<file path="src/rtl/sensor_limit_monitor.sv">
// Per-channel sensor sample capture with programmable inclusive min/max limits,
// N-sample debounce, sticky faults and an aggregate good flag for safety logic.
module sensor_limit_monitor #(
   parameter int unsigned N_CH     = 16,
   parameter int unsigned DATA_W   = 32,
   parameter int unsigned CH_W     = $clog2(N_CH),
   parameter int unsigned DEBOUNCE = 3
) (
   input  logic                     clk,
   input  logic                     reset,
   output logic                     rsp_ready_o,
   input  logic                     rsp_valid_i,
   input  logic [DATA_W-1:0]        rsp_data_i,
   input  logic                     rsp_eop_i,
   input  logic [CH_W-1:0]          rsp_ch_i,
   input  logic                     cfg_wr_i,
   input  logic [CH_W-1:0]          cfg_ch_i,
   input  logic [DATA_W-1:0]        cfg_min_i,
   input  logic [DATA_W-1:0]        cfg_max_i,
   input  logic                     cfg_en_i,
   input  logic                     clear_i,
   output logic [N_CH*DATA_W-1:0]   sample_o,
   output logic [N_CH-1:0]          fault_o,
   output logic [N_CH-1:0]          seen_o,
   output logic                     sample_done_o,
   output logic                     ch_err_o,
   output logic                     all_good_o
);

   localparam int unsigned CNT_W = 4;
   localparam logic [CH_W:0] N_CH_L = (CH_W+1)'(N_CH);

   typedef enum logic [1:0] {ST_UNSEEN, ST_OK, ST_PEND, ST_FAULT} ch_state_t;

   typedef struct packed {
      logic [DATA_W-1:0] lo;
      logic [DATA_W-1:0] hi;
      logic              en;
   } ch_cfg_t;

   ch_cfg_t   [N_CH-1:0]             cfg_q;
   logic      [N_CH-1:0][DATA_W-1:0] sample_q;
   logic      [N_CH-1:0]             seen_q, fault_q, last_ok_q;
   ch_state_t                        st_q  [N_CH];
   ch_state_t                        st_n  [N_CH];
   logic      [CNT_W-1:0]            cnt_q [N_CH];
   logic      [CNT_W-1:0]            cnt_n [N_CH];
   logic      [CNT_W-1:0]            run;
   logic                             rdy_q, eval_q, done_q, ch_err_q, good_q;
   logic      [CH_W-1:0]             eval_ch_q;
   logic      [N_CH-1:0]             in_rng, eval_hit, cfg_hit, cap_hit, good_vec;
   logic      [N_CH-1:0]             fault_n, last_ok_n;
   logic                             accept, ch_bad;

   // Config writes steal the response port for their cycle.
   assign rsp_ready_o = rdy_q & ~cfg_wr_i;
   assign accept      = rsp_valid_i & rsp_ready_o & rsp_eop_i;
   assign ch_bad      = {1'b0, rsp_ch_i} >= N_CH_L;

   // Per-channel decode; out-of-range channel indices match no slot.
   always_comb begin
      in_rng   = '0;
      eval_hit = '0;
      cfg_hit  = '0;
      cap_hit  = '0;
      good_vec = '0;
      for (int i = 0; i < N_CH; i++) begin
         in_rng[i]   = (cfg_q[i].lo <= sample_q[i]) && (sample_q[i] <= cfg_q[i].hi);
         eval_hit[i] = eval_q && (eval_ch_q == CH_W'(i));
         cfg_hit[i]  = cfg_wr_i && (cfg_ch_i == CH_W'(i));
         cap_hit[i]  = accept && (rsp_ch_i == CH_W'(i));
         good_vec[i] = ~cfg_q[i].en | (st_q[i] == ST_OK);
      end
   end

   // Channel FSM state register.
   always_ff @(posedge clk or negedge reset) begin
      if (!reset) begin
         for (int i = 0; i < N_CH; i++) begin
            st_q[i]  <= ST_UNSEEN;
            cnt_q[i] <= '0;
         end
      end else begin
         for (int i = 0; i < N_CH; i++) begin
            st_q[i]  <= st_n[i];
            cnt_q[i] <= cnt_n[i];
         end
      end
   end

   // Next state: clear first, then the evaluation, and a config write overrides both.
   always_comb begin
      run       = '0;
      fault_n   = '0;
      last_ok_n = last_ok_q;
      for (int i = 0; i < N_CH; i++) begin
         st_n[i]  = st_q[i];
         cnt_n[i] = cnt_q[i];
      end
      for (int i = 0; i < N_CH; i++) begin
         if (clear_i && (st_q[i] == ST_FAULT)) begin
            st_n[i]  = last_ok_q[i] ? ST_OK : ST_PEND;
            cnt_n[i] = '0;
         end
         if (eval_hit[i]) begin
            last_ok_n[i] = in_rng[i];
            if (st_n[i] != ST_FAULT) begin
               if (in_rng[i]) begin
                  st_n[i]  = ST_OK;
                  cnt_n[i] = '0;
               end else begin
                  run = ((st_n[i] == ST_PEND) ? cnt_n[i] : CNT_W'(0)) + CNT_W'(1);
                  if (run == CNT_W'(DEBOUNCE)) begin
                     st_n[i]  = ST_FAULT;
                     cnt_n[i] = '0;
                  end else begin
                     st_n[i]  = ST_PEND;
                     cnt_n[i] = run;
                  end
               end
            end
         end
         if (cfg_hit[i]) begin
            st_n[i]  = ST_UNSEEN;
            cnt_n[i] = '0;
         end
         fault_n[i] = (st_n[i] == ST_FAULT);
      end
   end

   // Capture, limits, evaluation pipeline and status flags.
   always_ff @(posedge clk or negedge reset) begin
      if (!reset) begin
         rdy_q     <= 1'b0;
         sample_q  <= '0;
         seen_q    <= '0;
         fault_q   <= '0;
         last_ok_q <= '0;
         eval_q    <= 1'b0;
         eval_ch_q <= '0;
         done_q    <= 1'b0;
         ch_err_q  <= 1'b0;
         good_q    <= 1'b0;
         for (int i = 0; i < N_CH; i++) begin
            cfg_q[i].lo <= '0;
            cfg_q[i].hi <= '1;
            cfg_q[i].en <= 1'b0;
         end
      end else begin
         rdy_q     <= 1'b1;
         fault_q   <= fault_n;
         last_ok_q <= last_ok_n;
         eval_q    <= accept & ~ch_bad;
         eval_ch_q <= rsp_ch_i;
         done_q    <= eval_q;
         ch_err_q  <= (ch_err_q & ~clear_i) | (accept & ch_bad);
         good_q    <= &good_vec;
         for (int i = 0; i < N_CH; i++) begin
            if (cfg_hit[i]) begin
               cfg_q[i].lo <= cfg_min_i;
               cfg_q[i].hi <= cfg_max_i;
               cfg_q[i].en <= cfg_en_i;
               seen_q[i]   <= 1'b0;
            end else if (cap_hit[i]) begin
               seen_q[i]   <= 1'b1;
            end
            if (cap_hit[i]) begin
               sample_q[i] <= rsp_data_i;
            end
         end
      end
   end

   assign sample_o      = sample_q;
   assign fault_o       = fault_q;
   assign seen_o        = seen_q;
   assign sample_done_o = done_q;
   assign ch_err_o      = ch_err_q;
   assign all_good_o    = good_q;

endmodule

</file>
<file path="config.mk">
export PLATFORM = sky130hd
export DESIGN_NAME = sensor_limit_monitor
export DESIGN_NICKNAME = d
export VERILOG_FILES = /design/src/rtl/sensor_limit_monitor.sv
export SDC_FILE = /design/constraint.sdc
export NUM_CORES = 2
export LEC_CHECK = 0
export BUFFER_PORTS_ARGS = -buffer_cell sky130_fd_sc_hd__buf_2
export CAP_MARGIN = 15
export CORE_UTILIZATION = 39
export DETAILED_ROUTE_END_ITERATION = 6
export PLACE_DENSITY_LB_ADDON = 0.1
export SYNTH_ARGS = -nofsm -noshare
export SYNTH_HDL_FRONTEND = slang
export SYNTH_SLANG_ARGS = --single-unit
</file>
<file path="constraint.sdc">
create_clock -name clk -period 8.93 [get_ports clk]
set_clock_uncertainty 0.2 [all_clocks]
set_input_delay 0.4465 -clock clk [delete_from_list [all_inputs] [get_ports clk]]
set_output_delay 0.4465 -clock clk [all_outputs]
set_load 0.05 [all_outputs]
</file>
### After elaboration in Yosys (flattened, before gate mapping)

Cells that the tools add are included.

* word-level logic and storage cells: 718
* flip-flop bits (word level): 1705

* bitwise logic cells: 38
* equality and inequality tests: 141
* add/sub/neg operators: 16
* mux-type cells: 256
* reductions and logical operators: 100
* $lt $le $gt $ge: 32

Operator list (number)
* <= comparator 32 bit: 32
* 2-to-1 mux 4 bit: 112
* 2-to-1 mux 2 bit: 96
* == test 2 bit, second input constant: 48
* == test 4 bit, second input constant: 24
* == test 4 x 2 -> 1 bit, second input constant: 22
* logical AND 1 bit: 80
* adder 4 x 1 -> 4 bit, second input constant: 16
* == test 4 x 3 -> 1 bit, second input constant: 12
* 2-to-1 mux 1 bit: 48
* == test 2 x 1 -> 1 bit, second input constant: 16
* != test 2 bit, second input constant: 16
* nonzero test 2 bit: 16
* NOT 1 bit: 18
* OR 1 bit: 16
* AND reduction 16 bit: 1
* == test 4 x 1 -> 1 bit, second input constant: 3
* zero test 4 bit: 3
* AND 1 bit: 4

### Logic depth before layout (Yosys ltp)

* word-level depth: 13
* depth in mapped cells: 12
* gate-level depth less buffers: 11

### Least setup slack after synthesis

No wires, ideal clock.

* path kind: input -> register
* from: input port cfg_wr_i
* to: register sample_q, in the netlist sample_o[258]
* buffers on the path: 3
* setup time: 130 ps
* cell stages on the path: 8
* required time: 8600 ps
* path slack: 5861 ps
* data arrival time: 2738 ps
* cell sequence: nor2b_1 and3_1 clkbuf_1 or3b_1 nor2_1 clkbuf_1 clkbuf_1 o21ai_1

* longest elaborated chain between the ends: 5

Ends and longest elaborated chain
* from (decl): line 16 `input logic cfg_wr_i,`
* NOT 1 bit: line 56 `assign rsp_ready_o = rdy_q & ~cfg_wr_i;`
* AND 1 bit: line 56
* AND 1 bit (2 in series): line 57 `assign accept = rsp_valid_i & rsp_ready_o & rsp_eop_i;`
* named net accept: line 53 `logic accept, ch_bad;`
* logical AND 1 bit: line 71 `cap_hit[i] = accept && (rsp_ch_i == CH_W'(i));`
* to (signal, indexed assignment): line 168 `sample_q[i] <= rsp_data_i;`
* to (decl): line 42 `logic [N_CH-1:0][DATA_W-1:0] sample_q;`

The timed path passes the listed nets, and every way through them passes these cells.
A chain may end at the register's enable or synchronous reset.

==> impl_metrics.csv <==
group,metric,value,unit
yosys,syn_inst,9692,
die,die_y,486,um
clock_network,clk_pin_slew,0.06,ns
global_routing,grt_max_degree,175,
sta,worst_pin_slew,1.24,ns
yosys,syn_area_per_cell,9.42,sq um
yosys,netlist_top_cells_area,"dfrtp_1, dfstp_2, ha_1",
drt,dr.pass1.iters,6,
final_layout,fin_util,45.4,%
drt,vias,73800,
sta,fmax,0.268,GHz
yosys,synthDominantCellAreaShare,32.7,%
placed_design,placed_area,98200,sq um
critical_path,path_class,"register to register",
drt,viasPerCell,5.42,
yosys,synth_seq_area_share,47.4,%
die,io_pins,659,
yosys,yosysMostFrequentCell,"nand2_1",
clock_network,clk_latency,0.88,ns
sta,holdWs,0.0518,ns
die,placementRows,177,
yosys,synth_edf_count,0,
global_routing,grt-ovfl-total,0,
die,fp.coreArea,233000,sq um
final_layout,syn_to_final_growth,15.6,%
placed_design,gp_congestion,0.896,
placed_design,port_buffers,658,
clock_network,htree_levels,4,
sta,fin_crit_sh,41.8,%
yosys,synth_warnings,0,
clock_network,cts_root_buffer,"clkbuf_16",
drt,routed_wl,371000,um
drt,final_antenna_net_count,0,
global_routing,grtUsageTotal,31.1,%
run,cap_viol_max_count,0,
sta,slew_viol_final,0,
power,power.density,244,nW/um^2
yosys,syn_nets,10900,
clock_network,cts_sinks,1705,
die,initial_utilization,39.2,%
critical_path,start_kind,"register",
clock_network,cts_made_buffers,198,
drt,post_drt_wl_per_cell,27.2,um
sta,setup-violations-final,0,
yosys,synth_top_flop_cell,"dfrtp_1",
yosys,synth_common_cells,"nand2_1, dfrtp_1, inv_1, ha_1, o21ai_0",
final_layout,drive_above_1_share,18.0,%
global_routing,grt_first_pass_wirelength,521000,um
global_routing,grt_pass1_vias,70300,
drt,first_iter_violations,7399,
final_layout,fin_nets,11500,
sta,rsz0062_at_grt,"no",
global_routing,grt_antenna_before_repair,76,
sta,hold_viol_final,0,
sta,maxSlewHeadroom,17.4,%
yosys,synthDistinctLibCells,77,
yosys,synth_area,91300,sq um
die,die-area,236000,sq um
critical_path,worstPathArrival,4.27,ns
status,status,"completed",
yosys,synth_top_cell_by_area,"dfrtp_1",
final_layout,fillers,22400,
placed_design,hpwl,237000,um
sta,setup_tns,0,ns
clock_network,clockBufferDepth,3,
yosys,ys_ff_latch,1705,
die,die_width,486,um
sta,layout_min_cycle_time,3.73,ns
critical_path,cp_max_fo,5,
critical_path,end_kind,"register",
power,fin_total_pwr,0.0258,W
final_layout,design_area,106000,sq um
clock_network,cts_setup_buffers,0,
clock_network,cts_tree,"built",
power,p_leak,51.3,nW
worst_hold_path,hold_path_class,"input pin to register",
drt,drc,0,
critical_path,critical_path_required,9.46,ns
power,ir_worst_vdd,0.000163,V
yosys,async_reset_ff_share,100,%
kinds of logic after synthesis:
logic type,count (synthesis),synth area share (%)
simple gates,2990,14.1
mux,427,5.26
other cells,1,0.00411
fa+ha+maj,1056,14.5
flops,1705,47.4
compound gates,1934,12.1
buf+inv,1552,6.40
xor+xnor,27,0.259
report_power, final:
group	total, W	leakage [nW]	internal [W]	switching, W
Clock	0.00848	3.35	0.00496	0.00352
Combinational	0.00692	28.2	0.00232	0.00459
Sequential	0.0104	19.8	0.00950	0.000858
path summary, 6_finish.rpt:
check / startpoint / end / slack, ns / depth (start not counted)
max in group asynchronous: reset / sample_o[364] / 5.89 / 5
worst min-delay path: cfg_max_i[8] / cfg_q[139] / 0.05 / 4
min in group asynchronous: reset / sample_o[275] / 0.54 / 3
worst max register to register: cfg_q[1006] / cnt_q[1] / 5.20 / 9
worst max-delay path: cfg_q[1006] / cnt_q[1] / 5.20 / 9
worst min register to register: cfg_q[781] / cfg_q[781] / 0.26 / 2
metrics by stage:
| stage | instances | worst slack, ns |
|---|---|---|
| final | 13600 | 5.20 |
| after CTS | 13600 | 5.22 |
| after global routing | 13600 | 5.02 |
| after detailed placement | 13200 | 5.18 |
| after floorplan | 9692 | 5.86 |
| after global placement | 13200 | 5.23 |
state kept, by name, indices dropped and copies added, names as in the netlist:
register	count
eval_q	1
all_good_o	1
sample_o	512
cnt_q	64
cfg_q	1040
seen_o	16
eval_ch_q	4
rdy_q	1
ch_err_o	1
sample_done_o	1
last_ok_q	16
fault_o	16
st_q	32
worst max-delay path, cell delays in order (launching register included):
cell     delay [ns]
dfstp_2        0.52
inv_1          0.05
ha_1           0.30
and4_1         0.22
nand4_1        0.21
nor4_1         0.48
a21oi_1        0.13
o22ai_1        0.80
nand2_1        0.32
o41ai_1        0.37
per-layer routing:
metal	global-route usage (%)	vias up	wire, um
li1	-	34000	-
met1	41.5	36400	156000
met2	48.3	2800	166000
met3	7.36	559	33100
met4	12.8	0	16000
met5	0	-	0
cell usage in the layout (no fill, tap or decap), types with 26 or more instances in the layout:
master / instances
mux2_2: 210
nand3_1: 134
and4_1: 26
clkbuf_8: 58
clkinv_2: 35
nor2b_1: 75
nor4_1: 38
a211oi_1: 48
nor3_1: 55
o21ai_0: 785
dfrtp_1: 1193
a21o_1: 124
mux2_1: 215
diode_2: 36
nand2_1: 2097
clkbuf_1: 55
dfstp_2: 512
dlygate4sd3_1: 51
inv_1: 1098
buf_4: 132
nand4_1: 210
o211ai_1: 46
clkbuf_16: 201
nor2_1: 181
ha_1: 1056
o21ai_1: 241
buf_2: 654
and2_1: 36
a21oi_1: 446
timing repair:
item                      in CTS  in global routing
hold buffers                  51                  0
resized for setup              0                  0
hold endpoints to repair     399                  0
layout make-up:
cell class                      count  area, sq um  share of cell area [%]
Tap cell                         3132         3920                    3.71
Sequential cell                  1705        43300                    41.0
Clock buffer                      314         6030                    5.72
Inverter                         1098         4120                    3.90
Antenna cell                       36         90.1                  0.0853
Timing Repair Buffer              848         4990                    4.73
Multi-Input combinational cell   6435        42400                    40.1
Clock inverter                     61          738                   0.699
(Power assumes the default switching activity.)
